===== config.mk =====
export PLATFORM = sky130hd
export DESIGN_NAME = mem_arbiter_flat
export DESIGN_NICKNAME = d
export VERILOG_FILES = /design/src/rtl/mem_arbiter_if.sv /design/src/rtl/mem_arbiter.sv /design/src/flat_wrapper.sv
export SDC_FILE = /design/constraint.sdc
export NUM_CORES = 1
export LEC_CHECK = 0
export BUFFER_PORTS_ARGS = -buffer_cell sky130_fd_sc_hd__buf_4
export CORE_AREA = 2 2 213 215
export CTS_CLUSTER_DIAMETER = 80
export DETAILED_ROUTE_END_ITERATION = 6
export DIE_AREA = 0 0 215 217
export PLACE_DENSITY_LB_ADDON = 0.12
export SLEW_MARGIN = 0
export SYNTH_ARGS = -nofsm -noshare
export SYNTH_HDL_FRONTEND = slang
export SYNTH_SLANG_ARGS = --single-unit

===== constraint.sdc =====
create_clock -name clk -period 5 [get_ports clk]
set_input_delay 0.25 -clock clk [delete_from_list [all_inputs] [get_ports clk]]
set_output_delay 0.25 -clock clk [all_outputs]
set_load 0.005 [all_outputs]

===== src/rtl/mem_arbiter_if.sv =====
// Bundle of the IFU, LSU and memory channels around mem_arbiter.
// The slave modport is the arbiter's view; master is the surrounding core/memory.
interface mem_arbiter_if #(
    parameter int ADDR_WIDTH = 64,
    parameter int DATA_WIDTH = 64
);
    logic                  ifu_req_valid;
    logic                  ifu_req_ready;
    logic [ADDR_WIDTH-1:0] ifu_addr;
    logic                  ifu_resp_valid;
    logic [DATA_WIDTH-1:0] ifu_resp_data;

    logic                  lsu_req_valid;
    logic                  lsu_req_ready;
    logic [ADDR_WIDTH-1:0] lsu_addr;
    logic                  lsu_wen;
    logic [DATA_WIDTH-1:0] lsu_wdata;
    logic [7:0]            lsu_wmask;
    logic                  lsu_resp_valid;
    logic [DATA_WIDTH-1:0] lsu_resp_data;

    logic                  mem_req_valid;
    logic                  mem_req_ready;
    logic [ADDR_WIDTH-1:0] mem_addr;
    logic                  mem_wen;
    logic [DATA_WIDTH-1:0] mem_wdata;
    logic [7:0]            mem_wmask;
    logic                  mem_resp_valid;
    logic [DATA_WIDTH-1:0] mem_resp_data;

    modport slave (
        input  ifu_req_valid, ifu_addr,
        input  lsu_req_valid, lsu_addr, lsu_wen, lsu_wdata, lsu_wmask,
        input  mem_req_ready, mem_resp_valid, mem_resp_data,
        output ifu_req_ready, ifu_resp_valid, ifu_resp_data,
        output lsu_req_ready, lsu_resp_valid, lsu_resp_data,
        output mem_req_valid, mem_addr, mem_wen, mem_wdata, mem_wmask
    );

    modport master (
        output ifu_req_valid, ifu_addr,
        output lsu_req_valid, lsu_addr, lsu_wen, lsu_wdata, lsu_wmask,
        output mem_req_ready, mem_resp_valid, mem_resp_data,
        input  ifu_req_ready, ifu_resp_valid, ifu_resp_data,
        input  lsu_req_ready, lsu_resp_valid, lsu_resp_data,
        input  mem_req_valid, mem_addr, mem_wen, mem_wdata, mem_wmask
    );
endinterface


===== src/rtl/mem_arbiter.sv =====
// IFU/LSU arbiter for the single data-memory port, one transaction outstanding.
// Define MEM_ARB_RR_EN for round-robin tie-break; otherwise LSU wins every tie.
module mem_arbiter #(
    parameter int ADDR_WIDTH = 64,
    parameter int DATA_WIDTH = 64
) (
    input logic           clk,
    input logic           rst,
    mem_arbiter_if.slave  bus
);
    typedef enum logic [1:0] {IDLE, REQ, RESP} state_t;

    state_t                state, state_nxt;
    logic                  owner_lsu;
    logic [ADDR_WIDTH-1:0] addr_q;
    logic                  wen_q;
    logic [DATA_WIDTH-1:0] wdata_q;
    logic [7:0]            wmask_q;
    logic                  grant_lsu, grant_ifu, accept;

`ifdef MEM_ARB_RR_EN
    logic last_lsu;

    // Tie goes to whoever was not granted last; reset value favours IFU first.
    always_ff @(posedge clk or posedge rst) begin
        if (rst)         last_lsu <= 1'b1;
        else if (accept) last_lsu <= grant_lsu;
    end

    assign grant_lsu = bus.lsu_req_valid && (!bus.ifu_req_valid || !last_lsu);
`else
    assign grant_lsu = bus.lsu_req_valid;
`endif
    assign grant_ifu = bus.ifu_req_valid && !grant_lsu;
    assign accept    = (state == IDLE) && !rst && (grant_ifu || grant_lsu);

    always_ff @(posedge clk or posedge rst) begin
        if (rst) state <= IDLE;
        else     state <= state_nxt;
    end

    always_comb begin
        state_nxt          = state;
        bus.ifu_req_ready  = 1'b0;
        bus.lsu_req_ready  = 1'b0;
        bus.mem_req_valid  = 1'b0;
        bus.ifu_resp_valid = 1'b0;
        bus.lsu_resp_valid = 1'b0;
        case (state)
            IDLE: begin
                // Gated by rst so outputs drop in the same cycle reset rises.
                bus.ifu_req_ready = grant_ifu && !rst;
                bus.lsu_req_ready = grant_lsu && !rst;
                if (accept) state_nxt = REQ;
            end
            REQ: begin
                bus.mem_req_valid = 1'b1;
                if (bus.mem_req_ready) state_nxt = RESP;
            end
            RESP: begin
                if (bus.mem_resp_valid) begin
                    bus.ifu_resp_valid = !owner_lsu;
                    bus.lsu_resp_valid = owner_lsu;
                    state_nxt          = IDLE;
                end
            end
            default: state_nxt = IDLE;
        endcase
    end

    // IFU requests are always reads: wen, wdata and wmask latch as zero.
    always_ff @(posedge clk or posedge rst) begin
        if (rst) begin
            owner_lsu <= 1'b0;
            addr_q    <= '0;
            wen_q     <= 1'b0;
            wdata_q   <= '0;
            wmask_q   <= '0;
        end else if (accept) begin
            owner_lsu <= grant_lsu;
            addr_q    <= grant_lsu ? bus.lsu_addr : bus.ifu_addr;
            wen_q     <= grant_lsu && bus.lsu_wen;
            wdata_q   <= grant_lsu ? bus.lsu_wdata : '0;
            wmask_q   <= grant_lsu ? bus.lsu_wmask : '0;
        end
    end

    assign bus.mem_addr      = addr_q;
    assign bus.mem_wen       = wen_q;
    assign bus.mem_wdata     = wdata_q;
    assign bus.mem_wmask     = wmask_q;
    assign bus.ifu_resp_data = bus.ifu_resp_valid ? bus.mem_resp_data : '0;
    assign bus.lsu_resp_data = bus.lsu_resp_valid ? bus.mem_resp_data : '0;
endmodule


===== src/flat_wrapper.sv =====
// flat-port wrapper written by rule: the top's interface ports become plain ports
module mem_arbiter_flat 
#(
    parameter int ADDR_WIDTH = 64,
    parameter int DATA_WIDTH = 64
)
  (clk, rst, bus_ifu_req_valid, bus_ifu_addr, bus_lsu_req_valid, bus_lsu_addr, bus_lsu_wen, bus_lsu_wdata, bus_lsu_wmask, bus_mem_req_ready, bus_mem_resp_valid, bus_mem_resp_data, bus_ifu_req_ready, bus_ifu_resp_valid, bus_ifu_resp_data, bus_lsu_req_ready, bus_lsu_resp_valid, bus_lsu_resp_data, bus_mem_req_valid, bus_mem_addr, bus_mem_wen, bus_mem_wdata, bus_mem_wmask);
  mem_arbiter_if #(.ADDR_WIDTH(ADDR_WIDTH), .DATA_WIDTH(DATA_WIDTH)) bus_i ();
  input logic clk;
  input logic rst;
  input wire logic [$bits(bus_i.ifu_req_valid)-1:0] bus_ifu_req_valid;
  input wire logic [$bits(bus_i.ifu_addr)-1:0] bus_ifu_addr;
  input wire logic [$bits(bus_i.lsu_req_valid)-1:0] bus_lsu_req_valid;
  input wire logic [$bits(bus_i.lsu_addr)-1:0] bus_lsu_addr;
  input wire logic [$bits(bus_i.lsu_wen)-1:0] bus_lsu_wen;
  input wire logic [$bits(bus_i.lsu_wdata)-1:0] bus_lsu_wdata;
  input wire logic [$bits(bus_i.lsu_wmask)-1:0] bus_lsu_wmask;
  input wire logic [$bits(bus_i.mem_req_ready)-1:0] bus_mem_req_ready;
  input wire logic [$bits(bus_i.mem_resp_valid)-1:0] bus_mem_resp_valid;
  input wire logic [$bits(bus_i.mem_resp_data)-1:0] bus_mem_resp_data;
  output wire logic [$bits(bus_i.ifu_req_ready)-1:0] bus_ifu_req_ready;
  output wire logic [$bits(bus_i.ifu_resp_valid)-1:0] bus_ifu_resp_valid;
  output wire logic [$bits(bus_i.ifu_resp_data)-1:0] bus_ifu_resp_data;
  output wire logic [$bits(bus_i.lsu_req_ready)-1:0] bus_lsu_req_ready;
  output wire logic [$bits(bus_i.lsu_resp_valid)-1:0] bus_lsu_resp_valid;
  output wire logic [$bits(bus_i.lsu_resp_data)-1:0] bus_lsu_resp_data;
  output wire logic [$bits(bus_i.mem_req_valid)-1:0] bus_mem_req_valid;
  output wire logic [$bits(bus_i.mem_addr)-1:0] bus_mem_addr;
  output wire logic [$bits(bus_i.mem_wen)-1:0] bus_mem_wen;
  output wire logic [$bits(bus_i.mem_wdata)-1:0] bus_mem_wdata;
  output wire logic [$bits(bus_i.mem_wmask)-1:0] bus_mem_wmask;
  assign bus_i.ifu_req_valid = bus_ifu_req_valid;
  assign bus_i.ifu_addr = bus_ifu_addr;
  assign bus_i.lsu_req_valid = bus_lsu_req_valid;
  assign bus_i.lsu_addr = bus_lsu_addr;
  assign bus_i.lsu_wen = bus_lsu_wen;
  assign bus_i.lsu_wdata = bus_lsu_wdata;
  assign bus_i.lsu_wmask = bus_lsu_wmask;
  assign bus_i.mem_req_ready = bus_mem_req_ready;
  assign bus_i.mem_resp_valid = bus_mem_resp_valid;
  assign bus_i.mem_resp_data = bus_mem_resp_data;
  assign bus_ifu_req_ready = bus_i.ifu_req_ready;
  assign bus_ifu_resp_valid = bus_i.ifu_resp_valid;
  assign bus_ifu_resp_data = bus_i.ifu_resp_data;
  assign bus_lsu_req_ready = bus_i.lsu_req_ready;
  assign bus_lsu_resp_valid = bus_i.lsu_resp_valid;
  assign bus_lsu_resp_data = bus_i.lsu_resp_data;
  assign bus_mem_req_valid = bus_i.mem_req_valid;
  assign bus_mem_addr = bus_i.mem_addr;
  assign bus_mem_wen = bus_i.mem_wen;
  assign bus_mem_wdata = bus_i.mem_wdata;
  assign bus_mem_wmask = bus_i.mem_wmask;
  mem_arbiter #(.ADDR_WIDTH(ADDR_WIDTH), .DATA_WIDTH(DATA_WIDTH)) u_core (.clk(clk), .rst(rst), .bus(bus_i));
endmodule

==> results of run 1 <==
cells in the final DEF (no fill, tap or decap):
cell / Yosys / final
sky130_fd_sc_hd__nor3_2: 0 / 1
sky130_fd_sc_hd__clkinvlp_4: 0 / 3
sky130_fd_sc_hd__dlygate4sd3_1: 0 / 75
sky130_fd_sc_hd__nor2_1: 1 / 1
sky130_fd_sc_hd__clkinv_2: 0 / 5
sky130_fd_sc_hd__a22o_1: 73 / 73
sky130_fd_sc_hd__and2_1: 129 / 128
sky130_fd_sc_hd__a21o_1: 1 / 1
sky130_fd_sc_hd__nor3_4: 1 / 1
sky130_fd_sc_hd__diode_2: 0 / 3
sky130_fd_sc_hd__inv_1: 2 / 1
sky130_fd_sc_hd__mux2_4: 40 / 40
sky130_fd_sc_hd__nand2b_1: 2 / 2
sky130_fd_sc_hd__nand2_1: 3 / 3
sky130_fd_sc_hd__bufinv_16: 0 / 3
sky130_fd_sc_hd__nor3b_2: 0 / 1
sky130_fd_sc_hd__dfrtp_1: 140 / 140
sky130_fd_sc_hd__o21ai_4: 0 / 1
sky130_fd_sc_hd__mux2_2: 88 / 88
sky130_fd_sc_hd__clkbuf_16: 0 / 17
sky130_fd_sc_hd__and2_2: 0 / 1
sky130_fd_sc_hd__buf_4: 5 / 546
sky130_fd_sc_hd__o21ai_0: 2 / 2
sky130_fd_sc_hd__clkinv_4: 0 / 2
sky130_fd_sc_hd__inv_6: 0 / 3
sky130_fd_sc_hd__buf_12: 0 / 2
metrics by stage:
step	instances	hold WS (ns)
finish	1743	0.05241
global route	1743	0.03499
CTS	1740	0.01159
detailed placement	1633	0.3427
global placement	1633	0.3435
floorplan	529	0.3573
layout make-up:
class                   count  area (um2)  share of cell area
diodes                      3       7.507           0.0005819
clock buffers              17       425.4             0.03297
clock inverters            15       172.7             0.01338
inverters                   2       12.51           0.0009698
multi-input cells         343        3139              0.2433
flip-flops and latches    140        3503              0.2716
well taps                 600       750.7             0.05819
repair buffers            623        4890              0.3790
kinds of logic (layout without fill, tap and decap cells):
group / Yosys count / in the layout / share of synthesized area
buffers and inverters: 46 / 657 / 0.03903
flip-flops: 140 / 140 / 0.5083
AND/OR/NAND/NOR: 138 / 138 / 0.1252
multiplexers: 128 / 128 / 0.2309
AO/OA/AOI/OAI: 77 / 77 / 0.09657
other: 0 / 3 / 0
repair_timing:
action,4_1_cts,5_1_grt
gates resized for setup,0,0
hold buffers,75,0
endpoints found under the hold margin,117,0
worst max path at each step:
stage	startpoint	endpoint	slack, ns
after floorplan	rst	u_core.bus.mem_addr[0]	1.0
after global placement	u_core.state[0]	u_core.bus.mem_wen	2.82
after detailed placement	u_core.state[0]	u_core.bus.mem_wdata[45]	2.76
after CTS	u_core.state[1]	bus_lsu_resp_data[62]	2.57
after global routing	u_core.state[1]	bus_lsu_resp_data[62]	2.49
final	bus_mem_resp_valid	bus_lsu_resp_data[62]	2.63
worst max-delay path, cell delays in order:
cell and delay, ns:
sky130_fd_sc_hd__dlygate4sd3_1 0.56, sky130_fd_sc_hd__buf_4 0.13, sky130_fd_sc_hd__nand2_1 0.08, sky130_fd_sc_hd__nor3b_2 0.18
sky130_fd_sc_hd__buf_4 0.50, sky130_fd_sc_hd__and2_1 0.25, sky130_fd_sc_hd__buf_4 0.14
layer usage:
layer / share of wire / wire length [um] / up-vias / global-route usage
li1: - / - / 3045 / -
met1: 0.35 / 11390 / 3085 / 0.1353
met2: 0.55 / 17980 / 314 / 0.2645
met3: 0.080 / 2632 / 34 / 0.05339
met4: 0.029 / 939 / 0 / 0.05080
met5: 0 / 0 / - / 0
sequential cells by signal (all words and copies together), names as in the netlist:
register,count
u_core.bus.mem_addr,64
u_core.bus.mem_wdata,64
u_core.bus.mem_wen,1
u_core.bus.mem_wmask,8
u_core.owner_lsu,1
u_core.state,2
report_power, final:
| group | internal (mW) | switching, mW |
|---|---|---|
| logic | 1.54 | 0.877 |
| clock network | 0.782 | 0.533 |
| registers | 1.69 | 0.333 |
| total | 4.02 | 1.74 |
==> run summary, run 1 <==
GLOBAL ROUTE
---------------------------------------------------------------------------------
Global route total overflow ........................................            0
All-Layer GR Usage .................................................       0.1387
Vias in the first global route .....................................         7045
Global-route wire length before repair .............................     47.19 mm
Maximum number of pins on one net before global-route repair .......           76
Initial antenna violation count ....................................            5

FINISH
---------------------------------------------------------------------------------
Fraction of layout instances using a drive strength above 1 ........       0.6263
Filler cells .......................................................         4767
Final core utilization .............................................       0.2886
Nets ...............................................................         1398
Synthesis-to-finish area growth ....................................       87.17%
Fin area ...........................................................    12900 um2

WORST SETUP PATH
---------------------------------------------------------------------------------
Reg-to-reg critical path endpoint .................................. u_core.bus.mem_wen
Top fanout value on the critical path ..............................           65
Launching element type of the critical path ........................ primary input
Arrival time at the worst endpoint .................................      2.12 ns
Critical setup path kind ...........................................       in2out
Worst flop-to-flop path startpoint ................................. u_core.state[0]
FF-to-FF path depth ................................................            4
Endpoint required time on the critical path ........................      4.75 ns
Minimum setup slack among reg-to-reg paths .........................      2.78 ns
Critical Path Sink Type ............................................   output pin

YOSYS
---------------------------------------------------------------------------------
Fraction of the yosys area taken by sequential cells ...............       0.5083
Mean instance size in the synthesized netlist ......................    13.03 um2
Ys async rst share .................................................        1.000
Number of register bits inferred by synthesis ......................          140
Yosys top cell area share ..........................................       0.5083
Synthesis Warnings .................................................            0
Cell types with the highest counts after synthesis ................. sky130_fd_sc_hd__dfrtp_1, sky130_fd_sc_hd__and2_1, sky130_fd_sc_hd__mux2_2
Number of standard cells after synthesis ...........................          529
Total nets after synthesis .........................................          800
Number of enable-type register cells in the synthesized netlist ....            0
Synth area leader .................................................. sky130_fd_sc_hd__dfrtp_1
Netlist area before placement ......................................     6893 um2
Most used standard cell by instance count after synthesis .......... sky130_fd_sc_hd__dfrtp_1
Most common flop cell mapped by yosys .............................. sky130_fd_sc_hd__dfrtp_1
Count of distinct cell types in the synthesized netlist ............           20
Cells taking the most area after synthesis ......................... sky130_fd_sc_hd__dfrtp_1, sky130_fd_sc_hd__mux2_2, sky130_fd_sc_hd__and2_1, sky130_fd_sc_hd__a22o_1, sky130_fd_sc_hd__mux2_4

DETAILED ROUTING
---------------------------------------------------------------------------------
Post-Route WL ......................................................     32.94 mm
Average routed wire per standard cell ..............................     18.90 um
Drt pass-1 iters ...................................................            4
Via density per instance ...........................................        3.717
Vias post-DR .......................................................         6478
Post-detailed-route DRC marker count ...............................            0
DR iter-0 viols ....................................................          163
Remaining antenna violation count ..................................            0

PLACED DESIGN
---------------------------------------------------------------------------------
Post-DP HPWL .......................................................     25.35 mm
Routability Congestion .............................................       0.9102
Instance area after placement ......................................    11540 um2
Placement-stage worst setup slack ..................................     2.758 ns
IO buf count .......................................................          540

JOB
---------------------------------------------------------------------------------
Number of violations of the max-capacitance limit ..................            0

DIE
---------------------------------------------------------------------------------
Die area ...........................................................    46660 um2
Starting Density ...................................................       0.1542
Standard-cell rows .................................................           78
Die width ..........................................................       215 um
Core ar. ...........................................................    44700 um2
Floorplan die height ...............................................       217 um
Top-level I/O count ................................................          541

CLOCKING
---------------------------------------------------------------------------------
Maximum buffer depth of the clock tree .............................            2
Clock Tree Root .................................................... sky130_fd_sc_hd__clkbuf_16
CTS tree ...........................................................          yes
Clock latency of the later-clocked register in the worst-skew pair .      0.45 ns
H-tree lvl count ...................................................            4
TritonCTS buffer count .............................................           17
Number of setup buffers added after CTS ............................            0
CTS Sinks ..........................................................          140
Clock-pin slew on the worst setup and hold paths ...................      0.06 ns

RUN STATUS
---------------------------------------------------------------------------------
Run status ......................................................... complete, no violations

STA
---------------------------------------------------------------------------------
Final hold viol count ..............................................            0
Final TNS setup ....................................................         0 ns
Worst slew pin tran ................................................    0.8605 ns
Worst Clk Skew .....................................................  0.006253 ns
Max Clock Freq .....................................................   0.4224 GHz
Post-layout worst setup margin .....................................     2.632 ns
Setup repair after global routing missed its margin ................        false
Share of the clock period used by the worst path ...................       0.4735
Fin crit period ....................................................     2.368 ns
Max-slew violation count ...........................................            0
Worst relative slew slack ..........................................       0.4263
# setup viols final ................................................            0

POWER AND IR DROP
---------------------------------------------------------------------------------
Post-layout total power ............................................     5.762 mW
Peak ir drop on the vdd network ....................................    0.2592 mV
Leakage power of the design ........................................     6.475 nW
Power density relative to cell area ................................ 446.6 nW/um2

MIN PATH
---------------------------------------------------------------------------------
Min-Delay Endpoint ................................................. u_core.bus.mem_wdata[57]
Origin of the worst min-delay path ................................. bus_lsu_wdata[57]
Cells on Worst Hold Path ...........................................            2
Class of the most critical hold timing path ........................       in2reg

Power figures use the tool's default switching activity.
==> inputs of run 2 (changes only) <==
- clock period: 5 -> 1.9 ns (I/O delays scaled with it)
==> run summary, run 2 (synthesis results as in run 1) <==
STA
---------------------------------------------------------------------------------
Setup repair after global routing missed its margin ................         true
Max Clock Freq .....................................................   0.5261 GHz
Worst relative slew slack ..........................................       0.5676
Fin crit period ....................................................     1.901 ns
Max-slew violation count ...........................................            0
# setup viols final ................................................            1
Share of the clock period used by the worst path ...................        1.000
Final-layout worst hold slack ......................................   0.02336 ns
Worst slew pin tran ................................................    0.6486 ns
Final hold viol count ..............................................            0
Post-layout worst setup margin ..................................... -0.0008318 ns
Final TNS setup .................................................... -0.0008318 ns
Worst Clk Skew .....................................................   0.01263 ns

DIE
---------------------------------------------------------------------------------
Die width ..........................................................       215 um
Standard-cell rows .................................................           78
Starting Density ...................................................       0.1542
Die area ...........................................................    46660 um2
Top-level I/O count ................................................          541
Floorplan die height ...............................................       217 um
Core ar. ...........................................................    44700 um2

FINISH
---------------------------------------------------------------------------------
Nets ...............................................................         1513
Filler cells .......................................................         4594
Synthesis-to-finish area growth ....................................       109.6%
Commonest non-fill, non-tap cell in the layout ..................... sky130_fd_sc_hd__buf_4
Highest-count cells in the layout ignoring fill and taps ........... sky130_fd_sc_hd__buf_4, sky130_fd_sc_hd__dlygate4sd3_1, sky130_fd_sc_hd__dfrtp_1
Fraction of layout instances using a drive strength above 1 ........       0.6215

CLOCKING
---------------------------------------------------------------------------------
CTS Sinks ..........................................................          140
TritonCTS buffer count .............................................           17
H-tree lvl count ...................................................            4
Clock-pin slew on the worst setup and hold paths ...................      0.06 ns
Clock Tree Root .................................................... sky130_fd_sc_hd__clkbuf_16
Maximum buffer depth of the clock tree .............................            2
CTS tree ...........................................................          yes
Clock latency of the later-clocked register in the worst-skew pair .      0.46 ns

DETAILED ROUTING
---------------------------------------------------------------------------------
Drt pass-1 iters ...................................................            4
Post-Route WL ......................................................     33.96 mm
Post-detailed-route DRC marker count ...............................            0
DR iter-0 viols ....................................................          180
Average routed wire per standard cell ..............................     18.27 um
Remaining antenna violation count ..................................            0
Via density per instance ...........................................        3.763
Vias post-DR .......................................................         6996

POWER AND IR DROP
---------------------------------------------------------------------------------
Leakage power of the design ........................................     7.111 nW
Peak ir drop on the vdd network ....................................    0.6347 mV
Power density relative to cell area ................................  1071 nW/um2
Post-layout total power ............................................     15.47 mW

WORST SETUP PATH
---------------------------------------------------------------------------------
Endpoint required time on the critical path ........................      1.80 ns
Dominant delay contributor by cell family on the critical path ..... buffers and inverters
Sum of buffers and inverters on the critical path ..................            4
Cell type of the slowest stage on the worst timing path ............ sky130_fd_sc_hd__dfrtp_1
Arrival time at the worst endpoint .................................      1.81 ns
Top fanout value on the critical path ..............................            8
Critical setup path kind ...........................................      reg2out
Launching element type of the critical path ........................    flip-flop
Crit path cell chain ............................................... nor3b_4 -> buf_4 -> buf_12 -> clkbuf_16 -> and2_4 -> buf_6
Critical Path Sink Type ............................................   output pin
Largest stage delay on the critical path ...........................      0.43 ns

GLOBAL ROUTE
---------------------------------------------------------------------------------
Global-route met1 utilization ......................................       0.1471
Global route hottest layer .........................................         met2
Global route total overflow ........................................            0
Maximum number of pins on one net before global-route repair .......           89
Global-route track usage on met2 ...................................       0.2499
Initial antenna violation count ....................................           11
Global-route wire length before repair .............................     47.43 mm
All-Layer GR Usage .................................................       0.1386
Global-route track usage on met3 ...................................      0.04892
Vias in the first global route .....................................         7240

PLACED DESIGN
---------------------------------------------------------------------------------
IO buf count .......................................................          540
Post-DP HPWL .......................................................     24.67 mm
Routability Congestion .............................................       0.8463

RUN STATUS
---------------------------------------------------------------------------------
Run status ......................................................... complete, but fails checks
Violations in the final reports .................................... negative setup slack

MIN PATH
---------------------------------------------------------------------------------
Class of the most critical hold timing path ........................       in2reg

JOB
---------------------------------------------------------------------------------
Number of violations of the max-capacitance limit ..................            0

run 2: changes by cell type in the layout (fill, tap and decap cells not counted), moves of 2 or more:
cell and change:
sky130_fd_sc_hd__dlygate4sd3_1 +89, sky130_fd_sc_hd__and2_4 +41, sky130_fd_sc_hd__and2_1 -40, sky130_fd_sc_hd__buf_6 +39
sky130_fd_sc_hd__buf_4 -31, sky130_fd_sc_hd__buf_12 +8, sky130_fd_sc_hd__clkbuf_16 +6, sky130_fd_sc_hd__buf_8 +4
sky130_fd_sc_hd__clkbuf_1 +3, sky130_fd_sc_hd__bufinv_16 -2, sky130_fd_sc_hd__clkbuf_8 +2, sky130_fd_sc_hd__inv_6 -2
sky130_fd_sc_hd__nand2_1 -2, sky130_fd_sc_hd__nand2_2 +2
run 2: timing repair:
action / CTS / global route
hold endpoints to repair: 260 / 0
endpoints found under the setup margin: 125 / 107
hold buffers: 164 / 0
resized for setup: 9 / 95
gates cloned: 2 / 8
buffers inserted: 7 / 5
pin swaps: 3 / 35
run 2: final timing paths:
path / startpoint / end / slack (ns) / depth (start not counted)
max in group asynchronous: rst / u_core.bus.mem_wmask[2] / 1.02 / 4
min: bus_lsu_addr[36] / u_core.bus.mem_addr[36] / 0.02 / 3
min in group asynchronous: rst / u_core.owner_lsu / 0.35 / 4
max: u_core.owner_lsu / bus_lsu_resp_data[40] / -0.0008 / 6
max reg2reg: u_core.state[0] / u_core.bus.mem_addr[32] / 0.09 / 5
min reg2reg: u_core.bus.mem_wdata[0] / u_core.bus.mem_wdata[0] / 0.50 / 1
run 2: through the flow:
| stage | instance area [um2] | setup WS, ns | util | cells |
|---|---|---|---|---|
| after floorplan | 6897 | 0.05590 | - | 529 |
| after global placement | 11650 | 0.1652 | 0.2607 | 1639 |
| after detailed placement | 11650 | 0.1601 | 0.2607 | 1639 |
| after CTS | 13990 | -0.1094 | 0.3129 | 1844 |
| after global routing | 14450 | -0.08875 | 0.3232 | 1859 |
| final | 14450 | -0.0008318 | 0.3232 | 1859 |
run 2: final cells by class:
| type | instances | area [um2] | share of cell area |
|---|---|---|---|
| inverters | 2 | 11.26 | 0.0007794 |
| well taps | 600 | 750.7 | 0.05196 |
| repair buffers | 738 | 6357 | 0.4400 |
| diodes | 4 | 10.01 | 0.0006928 |
| flip-flops and latches | 140 | 3505 | 0.2426 |
| clock inverters | 10 | 91.34 | 0.006322 |
| multi-input cells | 343 | 3258 | 0.2255 |
| clock buffers | 22 | 464.2 | 0.03213 |
run 2: tightest hold or removal path: cells and delay by family:
| kind | cells | cell delay (ns) |
|---|---|---|
| buffers and inverters | 1 | 0.07 |
| muxes | 2 | 0.27 |
run 2: routing by layer:
metal / routed length [um] / vias to the layer above
li1: - / 3277
met1: 12270 / 3348
met2: 18270 / 320
met3: 2540 / 49
met4: 870 / 2
met5: 13 / -
run 2: where the power goes:
group	internal, mW	switching, mW	leakage, nW	total, mW
clock	1.86	1.38	0.270	3.25
combinational	4.48	2.39	5.12	6.87
sequential	4.46	0.887	1.72	5.35
==> inputs of run 3 (changes only) <==
- ABC_AREA: default -> 1
- CORE_AREA: 2 2 213 215 -> 2 2 210 212
- DIE_AREA: 0 0 215 217 -> 0 0 212 214
==> run summary, run 3 <==
YOSYS
-------------------------------------------------------------------------------------
Synthesis Warnings .....................................................            0
Total nets after synthesis .............................................         1300
Cell types with the highest counts after synthesis ..................... sky130_fd_sc_hd__nand2_1, sky130_fd_sc_hd__dfrtp_1, sky130_fd_sc_hd__nor2_1
Most common flop cell mapped by yosys .................................. sky130_fd_sc_hd__dfrtp_1
Count of distinct cell types in the synthesized netlist ................           13
Yosys top cell area share ..............................................       0.4934
Post-synthesis share of cell area spent on and, or, nand and nor gates .       0.4116
Ys async rst share .....................................................        1.000
Fraction of the yosys area taken by sequential cells ...................       0.4934
Number of enable-type register cells in the synthesized netlist ........            0
Portion of netlist area occupied by mux cells ..........................            0
Post-synthesis compound-gate area fraction .............................     0.001057
Number of register bits inferred by synthesis ..........................          140
Number of standard cells after synthesis ...............................         1029
Main combinational cell family by area after synthesis ................. simple AND/OR/NAND/NOR gates
Xor/xnor cell area share of the yosys netlist ..........................            0
Synthesized-area fraction occupied by adder cells ......................            0
Most used standard cell by instance count after synthesis .............. sky130_fd_sc_hd__nand2_1
Synth area leader ...................................................... sky130_fd_sc_hd__dfrtp_1
Mean instance size in the synthesized netlist ..........................    6.900 um2
Netlist area before placement ..........................................     7101 um2
Cells taking the most area after synthesis ............................. sky130_fd_sc_hd__dfrtp_1, sky130_fd_sc_hd__nand2_1, sky130_fd_sc_hd__nor2_1, sky130_fd_sc_hd__nand3_1, sky130_fd_sc_hd__inv_1

GLOBAL ROUTE
-------------------------------------------------------------------------------------
Initial antenna violation count ........................................            4
Global-route wire length before repair .................................     53.52 mm
Maximum number of pins on one net before global-route repair ...........          141
All-Layer GR Usage .....................................................       0.1561
Vias in the first global route .........................................         9028
Global route total overflow ............................................            0

CLOCKING
-------------------------------------------------------------------------------------
TritonCTS buffer count .................................................           17
Maximum buffer depth of the clock tree .................................            2
CTS tree ...............................................................          yes
Clock-pin slew on the worst setup and hold paths .......................      0.06 ns
H-tree lvl count .......................................................            4
Clock latency of the later-clocked register in the worst-skew pair .....      0.43 ns
CTS Sinks ..............................................................          140
Clock Tree Root ........................................................ sky130_fd_sc_hd__clkbuf_16

DETAILED ROUTING
-------------------------------------------------------------------------------------
Vias post-DR ...........................................................         8919
Post-detailed-route DRC marker count ...................................            0
Post-Route WL ..........................................................     36.61 mm
Average routed wire per standard cell ..................................     15.73 um
Remaining antenna violation count ......................................            0
Via density per instance ...............................................        3.833
DR iter-0 viols ........................................................          346
Drt pass-1 iters .......................................................            4

STA
-------------------------------------------------------------------------------------
Share of the clock period used by the worst path .......................       0.9538
Worst Clk Skew .........................................................  0.004413 ns
Max Clock Freq .........................................................   0.5518 GHz
Final hold viol count ..................................................           35
Final-layout worst hold slack ..........................................   -0.1972 ns
Max-slew violation count ...............................................            0
# setup viols final ....................................................            0
Fin crit period ........................................................     1.812 ns
Post-layout worst setup margin .........................................   0.08782 ns
Worst slew pin tran ....................................................     1.129 ns
Worst relative slew slack ..............................................       0.2474

DIE
-------------------------------------------------------------------------------------
Die width ..............................................................       212 um
Starting Density .......................................................       0.1656
Core ar. ...............................................................    42890 um2
Standard-cell rows .....................................................           76
Floorplan die height ...................................................       214 um
Die area ...............................................................    45370 um2
Top-level I/O count ....................................................          541

PLACED DESIGN
-------------------------------------------------------------------------------------
Instance area after placement ..........................................    11740 um2
Routability Congestion .................................................       0.7608
Placement-stage worst setup slack ......................................    0.4409 ns
IO buf count ...........................................................          540
# placed instances .....................................................         2106
Post-DP HPWL ...........................................................     26.54 mm

FINISH
-------------------------------------------------------------------------------------
Nets ...................................................................         1996
Commonest non-fill, non-tap cell in the layout ......................... sky130_fd_sc_hd__buf_4
Highest-count cells in the layout ignoring fill and taps ............... sky130_fd_sc_hd__buf_4, sky130_fd_sc_hd__nand2_1, sky130_fd_sc_hd__dlygate4sd3_1
Count of non-filler cells in the finished layout .......................         2327
Synthesis-to-finish area growth ........................................       100.9%
Fin area ...............................................................    14270 um2
Fraction of layout instances using a drive strength above 1 ............       0.3544

WORST SETUP PATH
-------------------------------------------------------------------------------------
Launching element type of the critical path ............................    flip-flop
Critical Path Sink Type ................................................   output pin
Minimum setup slack among reg-to-reg paths .............................      0.40 ns
Endpoint required time on the critical path ............................      1.80 ns
Critical setup path kind ...............................................      reg2out
Top fanout value on the critical path ..................................           24
Arrival time at the worst endpoint .....................................      1.72 ns

MIN PATH
-------------------------------------------------------------------------------------
Class of the most critical hold timing path ............................     in2async

POWER AND IR DROP
-------------------------------------------------------------------------------------
Power density relative to cell area ....................................  1075 nW/um2
Peak ir drop on the vdd network ........................................    0.5381 mV
Leakage power of the design ............................................     8.145 nW

RUN STATUS
-------------------------------------------------------------------------------------
Run status ............................................................. complete, but fails checks
Violations in the final reports ........................................ negative hold slack

JOB
-------------------------------------------------------------------------------------
Number of violations of the max-capacitance limit ......................            0

-- run 3: cell types whose count changed in the layout (fill, tap and decap cells not counted), moves of 13 or more --
cell / delta
sky130_fd_sc_hd__nand2_1: +546
sky130_fd_sc_hd__nor2_1: +119
sky130_fd_sc_hd__and2_4: -41
sky130_fd_sc_hd__and2_1: -88
sky130_fd_sc_hd__nor2_2: +13
sky130_fd_sc_hd__buf_6: -38
sky130_fd_sc_hd__buf_4: +36
sky130_fd_sc_hd__inv_1: +67
sky130_fd_sc_hd__a22o_1: -73
sky130_fd_sc_hd__mux2_4: -40
sky130_fd_sc_hd__dlygate4sd3_1: +18
sky130_fd_sc_hd__nand3_1: +64
sky130_fd_sc_hd__mux2_2: -88
-- run 3: cells by family after synthesis --
family / after synthesis
buf+inv: 138
flops: 140
compound gates: 1
simple gates: 750
-- run 3: power by group --
part	switching, mW	internal [mW]
combinational	3.08	3.40
sequential	0.807	4.41
clock	1.45	2.18
-- run 3: path summary, 6_finish.rpt --
check	startpoint	cells after the start	endpoint
worst max-delay path	u_core.state[1]	6	bus_lsu_resp_data[4]
worst min-delay path	rst	3	u_core.owner_lsu
worst max register to register	u_core.state[0]	5	u_core.bus.mem_wdata[36]
worst min register to register	u_core.bus.mem_wdata[63]	2	u_core.bus.mem_wdata[63]
max in group asynchronous	rst	3	u_core.bus.mem_wdata[47]
min in group clk	bus_ifu_addr[56]	5	u_core.bus.mem_addr[56]
-- run 3: worst max-delay path, stage by stage, from the launching register on --
cell	delay [ns]
sky130_fd_sc_hd__dfrtp_1	0.42
sky130_fd_sc_hd__inv_2	0.08
sky130_fd_sc_hd__nor2_4	0.15
sky130_fd_sc_hd__nand3_4	0.16
sky130_fd_sc_hd__clkbuf_16	0.24
sky130_fd_sc_hd__nor2_1	0.11
sky130_fd_sc_hd__buf_4	0.13
-- run 3: cell type report --
cell class / instances / area, um2
Antenna cell: 4 / 10.01
Clock buffer: 20 / 466.7
Tap cell: 585 / 732.0
Multi-Input combinational cell: 751 / 2983
Sequential cell: 140 / 3503
Inverter: 73 / 277.8
Timing Repair Buffer: 742 / 6135
Clock inverter: 12 / 160.2
Fill cell: 4632 / 28620
-- run 3: layer usage --
metal  global-route usage  up-vias  share of wire
li1                     -     4444              -
met2               0.2945      311           0.53
met5                    0        -              0
met4              0.06408        0          0.030
met1               0.1645     4122           0.38
met3              0.03563       42          0.059
-- run 3: repair_timing --
action / 4_1_cts / 5_1_grt
endpoints found under the setup margin: 0 / 41
setup buffers: 0 / 2
hold endpoints to repair: 133 / 0
hold buffers: 182 / 0
gates resized for setup: 0 / 7
-- run 3: metrics by stage --
stage	TNS [ns]	util	power [mW]
6_report	0	0.3327	15.34
5_1_grt	-0.2279	0.3327	16.52
4_1_cts	0	0.3309	15.65
3_5_place_dp	0	0.2738	11.51
3_3_place_gp	0	0.2738	11.51
2_1_floorplan	-155.95	-	7.455
